===== config.mk =====
export PLATFORM = sky130hd
export DESIGN_NAME = ex_alu_stage
export DESIGN_NICKNAME = d
export VERILOG_FILES = /design/src/rtl/ex_pkg.sv /design/src/rtl/ex_seq_mul.sv /design/src/rtl/ex_alu_stage.sv
export SDC_FILE = /design/constraint.sdc
export NUM_CORES = 1
export LEC_CHECK = 0
export BUFFER_PORTS_ARGS = -buffer_cell sky130_fd_sc_hd__buf_2
export CORE_AREA = 2 2 162 164
export CTS_BUF_LIST = sky130_fd_sc_hd__clkbuf_16
export DETAILED_ROUTE_END_ITERATION = 12
export DIE_AREA = 0 0 164 166
export HOLD_SLACK_MARGIN = 0.06
export PLACE_DENSITY = 0.69
export SLEW_MARGIN = 25
export SYNTH_ARGS = -nofsm -noshare
export SYNTH_HDL_FRONTEND = slang
export SYNTH_SLANG_ARGS = --single-unit

===== constraint.sdc =====
create_clock -name clk -period 6.77 [get_ports clk]
set_clock_uncertainty 0.2 [all_clocks]
set_input_delay 1.354 -clock clk [delete_from_list [all_inputs] [get_ports clk]]
set_output_delay 1.354 -clock clk [all_outputs]
set_load 0.1 [all_outputs]

===== src/rtl/ex_pkg.sv =====
// rtl/ex_pkg.sv - shared ALU opcodes and EX-stage FSM encoding
package ex_pkg;

   localparam logic [2:0] ALU_ADD = 3'b000;
   localparam logic [2:0] ALU_SUB = 3'b001;
   localparam logic [2:0] ALU_AND = 3'b010;
   localparam logic [2:0] ALU_OR  = 3'b011;
   localparam logic [2:0] ALU_SLT = 3'b100;
   localparam logic [2:0] ALU_SLL = 3'b101;
   localparam logic [2:0] ALU_MUL = 3'b110;
   localparam logic [2:0] ALU_SRL = 3'b111;

   typedef enum logic {
      ST_IDLE = 1'b0,
      ST_BUSY = 1'b1
   } ex_state_e;

endpackage


===== src/rtl/ex_seq_mul.sv =====
// rtl/ex_seq_mul.sv - iterative shift-add multiplier, one partial product per cycle
module ex_seq_mul
   import ex_pkg::*;
#(
   parameter int WIDTH      = 16,
   parameter int MUL_CYCLES = WIDTH
) (
   input  logic             clk,
   input  logic             rst_n,
   input  logic             start,
   input  logic             abort,
   input  logic [WIDTH-1:0] a,
   input  logic [WIDTH-1:0] b,
   output logic             busy,
   output logic             done,
   output logic [WIDTH-1:0] product
);

   localparam int CW = $clog2(MUL_CYCLES);
   localparam logic [CW-1:0] LAST = CW'(MUL_CYCLES - 1);

   logic             busy_q, busy_d;
   logic [CW-1:0]    cnt_q, cnt_d;
   logic [WIDTH-1:0] acc_q, acc_d;
   logic [WIDTH-1:0] mcand_q, mcand_d;
   logic [WIDTH-1:0] mplier_q, mplier_d;
   logic [WIDTH-1:0] acc_step;

   // Accumulator value after the current step; on the last step this is the product.
   always_comb begin
      acc_step = mplier_q[0] ? (acc_q + mcand_q) : acc_q;
   end

   // Next-state: abort beats everything, a running multiply ignores start.
   always_comb begin
      busy_d   = busy_q;
      cnt_d    = cnt_q;
      acc_d    = acc_q;
      mcand_d  = mcand_q;
      mplier_d = mplier_q;
      if (abort) begin
         busy_d = 1'b0;
      end else if (busy_q) begin
         acc_d    = acc_step;
         mcand_d  = mcand_q << 1;
         mplier_d = mplier_q >> 1;
         cnt_d    = cnt_q + 1'b1;
         if (cnt_q == LAST) begin
            busy_d = 1'b0;
         end
      end else if (start) begin
         busy_d   = 1'b1;
         cnt_d    = '0;
         acc_d    = '0;
         mcand_d  = a;
         mplier_d = b;
      end
   end

   // Multiplier state registers.
   always_ff @(posedge clk or negedge rst_n) begin
      if (!rst_n) begin
         busy_q   <= 1'b0;
         cnt_q    <= '0;
         acc_q    <= '0;
         mcand_q  <= '0;
         mplier_q <= '0;
      end else begin
         busy_q   <= busy_d;
         cnt_q    <= cnt_d;
         acc_q    <= acc_d;
         mcand_q  <= mcand_d;
         mplier_q <= mplier_d;
      end
   end

   assign busy    = busy_q;
   assign done    = busy_q && (cnt_q == LAST);
   assign product = acc_step;

endmodule


===== src/rtl/ex_alu_stage.sv =====
// rtl/ex_alu_stage.sv - EX stage: ALU, sequential MUL with upstream stall, EX/MEM register
module ex_alu_stage
   import ex_pkg::*;
#(
   parameter int WIDTH      = 16,
   parameter int REGW       = 4,
   parameter int MUL_CYCLES = WIDTH
) (
   input  logic             clk,
   input  logic             rst_n,
   input  logic             regwrite,
   input  logic             memread,
   input  logic             memwrite,
   input  logic             branch,
   input  logic             memtoreg,
   input  logic             regdst,
   input  logic             alusrc,
   input  logic [WIDTH-1:0] data1,
   input  logic [WIDTH-1:0] data2,
   input  logic [WIDTH-1:0] offset,
   input  logic [REGW-1:0]  regdest1,
   input  logic [REGW-1:0]  regdest2,
   input  logic [2:0]       aluop,
   input  logic             flush,
   output logic             stall,
   output logic             regwriteout,
   output logic             memreadout,
   output logic             memwriteout,
   output logic             memtoregout,
   output logic             branchtaken,
   output logic [WIDTH-1:0] aluresult,
   output logic [WIDTH-1:0] storedata,
   output logic [REGW-1:0]  destreg,
   output logic             zero
);

   ex_state_e        state_q, state_d;
   logic [WIDTH-1:0] opb;
   logic [WIDTH-1:0] alu_res;
   logic [REGW-1:0]  dest_sel;
   logic             mul_start, mul_abort, mul_busy, mul_done;
   logic [WIDTH-1:0] mul_product;

   // Control and store data captured when a MUL starts, replayed when it finishes.
   logic             lat_rw_q, lat_mr_q, lat_mw_q, lat_m2r_q, lat_br_q;
   logic [REGW-1:0]  lat_dest_q;
   logic [WIDTH-1:0] lat_store_q;

   logic             regwrite_q, memread_q, memwrite_q, memtoreg_q, branchtaken_q, zero_q;
   logic [WIDTH-1:0] aluresult_q, storedata_q;
   logic [REGW-1:0]  destreg_q;

   assign dest_sel = regdst ? regdest2 : regdest1;

   // Single-cycle ALU; MUL is produced by the sequential unit instead.
   always_comb begin
      opb     = alusrc ? offset : data2;
      alu_res = '0;
      case (aluop)
         ALU_ADD: alu_res = data1 + opb;
         ALU_SUB: alu_res = data1 - opb;
         ALU_AND: alu_res = data1 & opb;
         ALU_OR:  alu_res = data1 | opb;
         ALU_SLT: alu_res = {{(WIDTH-1){1'b0}}, ($signed(data1) < $signed(opb))};
         ALU_SLL: alu_res = data1 << opb[3:0];
         ALU_SRL: alu_res = data1 >> opb[3:0];
         default: alu_res = '0;
      endcase
   end

   // FSM next state and stall: a flush always releases the pipeline that cycle.
   always_comb begin
      state_d   = state_q;
      stall     = 1'b0;
      mul_start = 1'b0;
      mul_abort = 1'b0;
      case (state_q)
         ST_IDLE: begin
            if (aluop == ALU_MUL && !flush) begin
               stall     = 1'b1;
               mul_start = 1'b1;
               state_d   = ST_BUSY;
            end
         end
         ST_BUSY: begin
            if (flush) begin
               mul_abort = 1'b1;
               state_d   = ST_IDLE;
            end else if (mul_done) begin
               state_d = ST_IDLE;
            end else begin
               stall = mul_busy;
            end
         end
         default: state_d = ST_IDLE;
      endcase
      stall = stall & rst_n;
   end

   // FSM state register.
   always_ff @(posedge clk or negedge rst_n) begin
      if (!rst_n) begin
         state_q <= ST_IDLE;
      end else begin
         state_q <= state_d;
      end
   end

   // Capture MUL instruction context at the start edge.
   always_ff @(posedge clk or negedge rst_n) begin
      if (!rst_n) begin
         lat_rw_q    <= 1'b0;
         lat_mr_q    <= 1'b0;
         lat_mw_q    <= 1'b0;
         lat_m2r_q   <= 1'b0;
         lat_br_q    <= 1'b0;
         lat_dest_q  <= '0;
         lat_store_q <= '0;
      end else if (mul_start) begin
         lat_rw_q    <= regwrite;
         lat_mr_q    <= memread;
         lat_mw_q    <= memwrite;
         lat_m2r_q   <= memtoreg;
         lat_br_q    <= branch;
         lat_dest_q  <= dest_sel;
         lat_store_q <= data2;
      end
   end

   ex_seq_mul #(
      .WIDTH      (WIDTH),
      .MUL_CYCLES (MUL_CYCLES)
   ) u_mul (
      .clk     (clk),
      .rst_n   (rst_n),
      .start   (mul_start),
      .abort   (mul_abort),
      .a       (data1),
      .b       (opb),
      .busy    (mul_busy),
      .done    (mul_done),
      .product (mul_product)
   );

   // EX/MEM register: bubbles clear control only; data holds or updates harmlessly.
   always_ff @(posedge clk or negedge rst_n) begin
      if (!rst_n) begin
         regwrite_q    <= 1'b0;
         memread_q     <= 1'b0;
         memwrite_q    <= 1'b0;
         memtoreg_q    <= 1'b0;
         branchtaken_q <= 1'b0;
         zero_q        <= 1'b0;
         aluresult_q   <= '0;
         storedata_q   <= '0;
         destreg_q     <= '0;
      end else if (state_q == ST_BUSY) begin
         if (flush || !mul_done) begin
            regwrite_q    <= 1'b0;
            memread_q     <= 1'b0;
            memwrite_q    <= 1'b0;
            memtoreg_q    <= 1'b0;
            branchtaken_q <= 1'b0;
         end else begin
            regwrite_q    <= lat_rw_q;
            memread_q     <= lat_mr_q;
            memwrite_q    <= lat_mw_q;
            memtoreg_q    <= lat_m2r_q;
            branchtaken_q <= lat_br_q && (mul_product == '0);
            zero_q        <= (mul_product == '0);
            aluresult_q   <= mul_product;
            storedata_q   <= lat_store_q;
            destreg_q     <= lat_dest_q;
         end
      end else if (flush) begin
         regwrite_q    <= 1'b0;
         memread_q     <= 1'b0;
         memwrite_q    <= 1'b0;
         memtoreg_q    <= 1'b0;
         branchtaken_q <= 1'b0;
         zero_q        <= (alu_res == '0);
         aluresult_q   <= alu_res;
         storedata_q   <= data2;
         destreg_q     <= dest_sel;
      end else if (aluop == ALU_MUL) begin
         regwrite_q    <= 1'b0;
         memread_q     <= 1'b0;
         memwrite_q    <= 1'b0;
         memtoreg_q    <= 1'b0;
         branchtaken_q <= 1'b0;
      end else begin
         regwrite_q    <= regwrite;
         memread_q     <= memread;
         memwrite_q    <= memwrite;
         memtoreg_q    <= memtoreg;
         branchtaken_q <= branch && (alu_res == '0);
         zero_q        <= (alu_res == '0);
         aluresult_q   <= alu_res;
         storedata_q   <= data2;
         destreg_q     <= dest_sel;
      end
   end

   assign regwriteout = regwrite_q;
   assign memreadout  = memread_q;
   assign memwriteout = memwrite_q;
   assign memtoregout = memtoreg_q;
   assign branchtaken = branchtaken_q;
   assign zero        = zero_q;
   assign aluresult   = aluresult_q;
   assign storedata   = storedata_q;
   assign destreg     = destreg_q;

endmodule


==> impl_summary.txt <==
----------------------------------------------------
[Outcome]
  Result of the run ... finished, final reports clean

[Yosys]
  Share of the synthesized area in the top cell type ... 30.11%
  Netlist Area Pre-Place ... 10050 µm²
  Synth Register Bits ... 121
  Sequential fraction of the synthesis area ... 30.11%
  Top cells by area, synth ... sky130_fd_sc_hd__dfrtp_1 (30%), sky130_fd_sc_hd__mux2i_1 (9.6%), sky130_fd_sc_hd__ha_1 (9.3%)
  Ys async rst share ... 100.0%
  EDFF count, synth ... 0
  Mean post-synth cell area ... 8.623 µm²
  Gate count after technology mapping ... 1166
  Top cell types by occurrence after synthesis ... sky130_fd_sc_hd__nand2_1 (131), sky130_fd_sc_hd__dfrtp_1 (121), sky130_fd_sc_hd__o21ai_0 (116), sky130_fd_sc_hd__mux2i_1 (96), sky130_fd_sc_hd__nor2_1 (86)
  Syn nets ... 1313
  Most instantiated flip-flop cell in the synthesis netlist ... sky130_fd_sc_hd__dfrtp_1
  Netlist cell types ... 71
  Yosys top cell by area ... sky130_fd_sc_hd__dfrtp_1
  Count of yosys warnings during synthesis ... 0
  Cell with the most instances after synthesis ... sky130_fd_sc_hd__nand2_1

[Placed design]
  Post-DP HPWL ... 26530 µm
  Final weighted congestion of routability-driven global placement ... 1.017
  Number of port buffers ... 111
  Setup slack at placement ... 924.3 ps

[Clock network]
  Number of hold-repair buffers added at the cts stage ... 0
  TritonCTS clock tree ... built
  Buffer cell driving the clock tree root ... sky130_fd_sc_hd__clkbuf_16
  Number of gates resized after CTS ... 0
  Reg clk slew, reported paths ... 60 ps
  Largest buffer count on any clock path ... 2
  # clock sinks ... 121
  Clk Latency, worst-skew pair ... 420 ps
  Number of buffers created by CTS ... 17
  Number of H-tree branching levels ... 4
  Buffers inserted by post-CTS timing repair ... 0

[STA]
  Total of endpoints with negative setup slack in the final report ... 0
  Unrepaired setup endpoints after global routing ... false
  Number of hold violations in the final report ... 0
  Final critical-path share of the clock period ... 81.87%
  Max-slew violations ... 0
  Actual slew at the worst max-slew pin ... 1089 ps
  Slew headroom ... 26.81%
  Fin worst setup slack ... 1228 ps
  Post-layout minimum cycle time ... 5542 ps
  Total negative slack for setup checks ... 0 ps
  Max Clock Freq ... 180.4 MHz

[Run]
  Reported max-cap violation count ... 0

[Worst setup path]
  Worst setup startpoint ... alusrc
  CP endpoint ... zero
  Crit Path Category ... input port to flip-flop
  Element type at the critical path start ... input port
  Cell count of the worst reg-to-reg path ... 12
  Worst path cell trace ... buf_2 -> mux2i_2 -> inv_2 -> ha_1 -> a21o_1 -> a21oi_1 -> a21oi_1 -> o41ai_1 -> o21ai_0 -> a211oi_1 -> nand4_1 -> nor4_1 -> o31a_1
  CP required ... 6920 ps
  Slowest library cell on the worst path ... sky130_fd_sc_hd__mux2i_2
  Maximum single-stage delay on the critical path ... 720 ps
  Category of the worst setup path capture point ... flip-flop
  FF-to-FF setup slack ... 3020 ps
  Terminus of the critical flop-to-flop path ... zero
  Endpoint arrival time on the critical path ... 5690 ps
  Launching point of the worst reg2reg path ... u_mul.mcand_q[0]
  Cell mode on critical path ... sky130_fd_sc_hd__a21oi_1
  Critical Path Fanout Max ... 12

[Detailed routing]
  Drt via density ... 5.996
  Iter 0 DRT Violations ... 923
  Total wire length after detailed routing ... 35670 µm
  Routed Antenna Nets ... 0
  Detailed-route wire length per cell ... 22.41 µm
  DRC violations left ... 0
  Number of optimization iterations in the first detailed-route pass ... 5
  Total number of vias ... 9546

[Final layout]
  Synth-to-Final Area Change ... 14.72%
  End-of-flow core utilization ... 45.03%
  Count of inserted antenna diode cells ... 0
  Fraction of layout instances using a drive strength above 1 ... 17.98%
  Net count reported at finish ... 1391

[Global route]
  Antenna violations before repair ... 0
  Total routing resource utilization after global routing ... 26.35%
  Total gr overflow ... 0
  Pin count of the biggest net entering global routing ... 74
  Number of global-route vias before repair ... 9182
  Global-route wire length before repair ... 55050 µm

[Pwr]
  Leakage power ... 5.239 nW
  Power per Cell Area ... 353.9 nW/µm²
  Worst supply voltage drop on vdd ... 0.1792 mV

[Hold path]
  Worst Hold Class ... flip-flop to flip-flop

[Floorplanning]
  Die outline height ... 166 µm
  Floorplan die area ... 27220 µm²
  Rows ... 59
  Die width ... 164 µm
  Ports ... 112
  Starting Density ... 39.25%
  Area inside the core boundary ... 25620 µm²

----------------------------------------------------
## cells by family after synthesis
kind of cell,share of synthesized area (%)
buf+inv,4.779
simple gates,15.87
compound gates,20.22
flops,30.11
mux,16.82
fa+ha+maj,9.930
xor+xnor,2.265
## where the power goes
part	switching, W	internal [W]
registers	0.000210	0.000947
logic	0.00127	0.000655
clock network	0.000349	0.000648
total	0.00183	0.00225
## area by class of cell
class / instances / area, µm²
Sequential cell: 121 / 3029
Fill cell: 2449 / 14080
Clock buffer: 17 / 425.4
Timing Repair Buffer: 130 / 700.7
Inverter: 51 / 191.4
Tap cell: 335 / 419.2
Clock inverter: 15 / 209.0
Multi-Input combinational cell: 923 / 6560
## worst min path at each step
| stage | startpoint | end | cells past startpoint |
|---|---|---|---|
| final | aluresult[8] | aluresult[8] | 2 |
| after global routing | lat_dest_q[1] | lat_dest_q[1] | 2 |
| after CTS | destreg[1] | destreg[1] | 2 |
| after detailed placement | destreg[1] | destreg[1] | 2 |
| after global placement | storedata[10] | storedata[10] | 2 |
| after floorplan | lat_dest_q[0] | lat_dest_q[0] | 2 |
## stage by stage
step | std cells | total power, W | hold slack (ps) | cell area, µm²
finish | 1592 | 0.004082 | 275.0 | 11530
global route | 1592 | 0.004325 | 299.2 | 11530
CTS | 1592 | 0.004076 | 279.1 | 11530
detailed placement | 1560 | 0.003063 | 265.7 | 10900
global placement | 1560 | 0.003024 | 259.2 | 10900
floorplan | 1166 | 0.002570 | 250.1 | 10050
## worst max-delay path, delay by kind of cell
| kind | cells | cell delay [ps] |
|---|---|---|
| buffers and inverters | 2 | 520 |
| and+or+nand+nor | 2 | 560 |
| AOI/OAI and AO/OA | 7 | 2250 |
| muxes | 1 | 720 |
| adders and majority gates | 1 | 270 |
## sequential cells by signal, summed over array words and instances, names as in the netlist
register,cells
aluresult,16
lat_store_q,16
storedata,16
u_mul.acc_q,16
u_mul.mcand_q,16
u_mul.mplier_q,16
destreg,4
lat_dest_q,4
u_mul.cnt_q,4
branchtaken,1
lat_br_q,1
lat_m2r_q,1
lat_mr_q,1
lat_mw_q,1
lat_rw_q,1
memreadout,1
memtoregout,1
memwriteout,1
regwriteout,1
state_q,1
u_mul.busy,1
zero,1
## cells in the final DEF, fill, tap and decap left out, drive strengths merged, types with 6 or more instances in the layout
cell type	netlist	routed
ha	75	75
dfrtp	121	121
nand2b	9	9
xor2	9	9
nand4	16	16
nor3	33	33
inv	49	51
buf	15	130
mux4	8	8
nor2	86	86
o21ai	118	118
xnor2	17	17
a21o	15	15
a31oi	9	9
clkbuf	56	17
a22o	6	6
o21a	6	6
nand2	131	131
nand3	30	30
and3	6	6
nor4	8	8
a211oi	16	16
mux2i	102	102
o32ai	11	11
o22ai	9	9
clkinv	2	8
a211o	6	6
o211ai	9	9
a21oi	59	59
mux2	40	40
a2111oi	10	10
## routing by layer
metal  vias up  track usage, %  share of wire [%]
li1       4409               -                  -
met5         -               0                  0
met2       416           40.59                 45
met1      4626           35.61                 42
met4         0           13.62                5.4
met3        95           4.221                6.7
No activity file was read; power rests on OpenSTA's default activity.
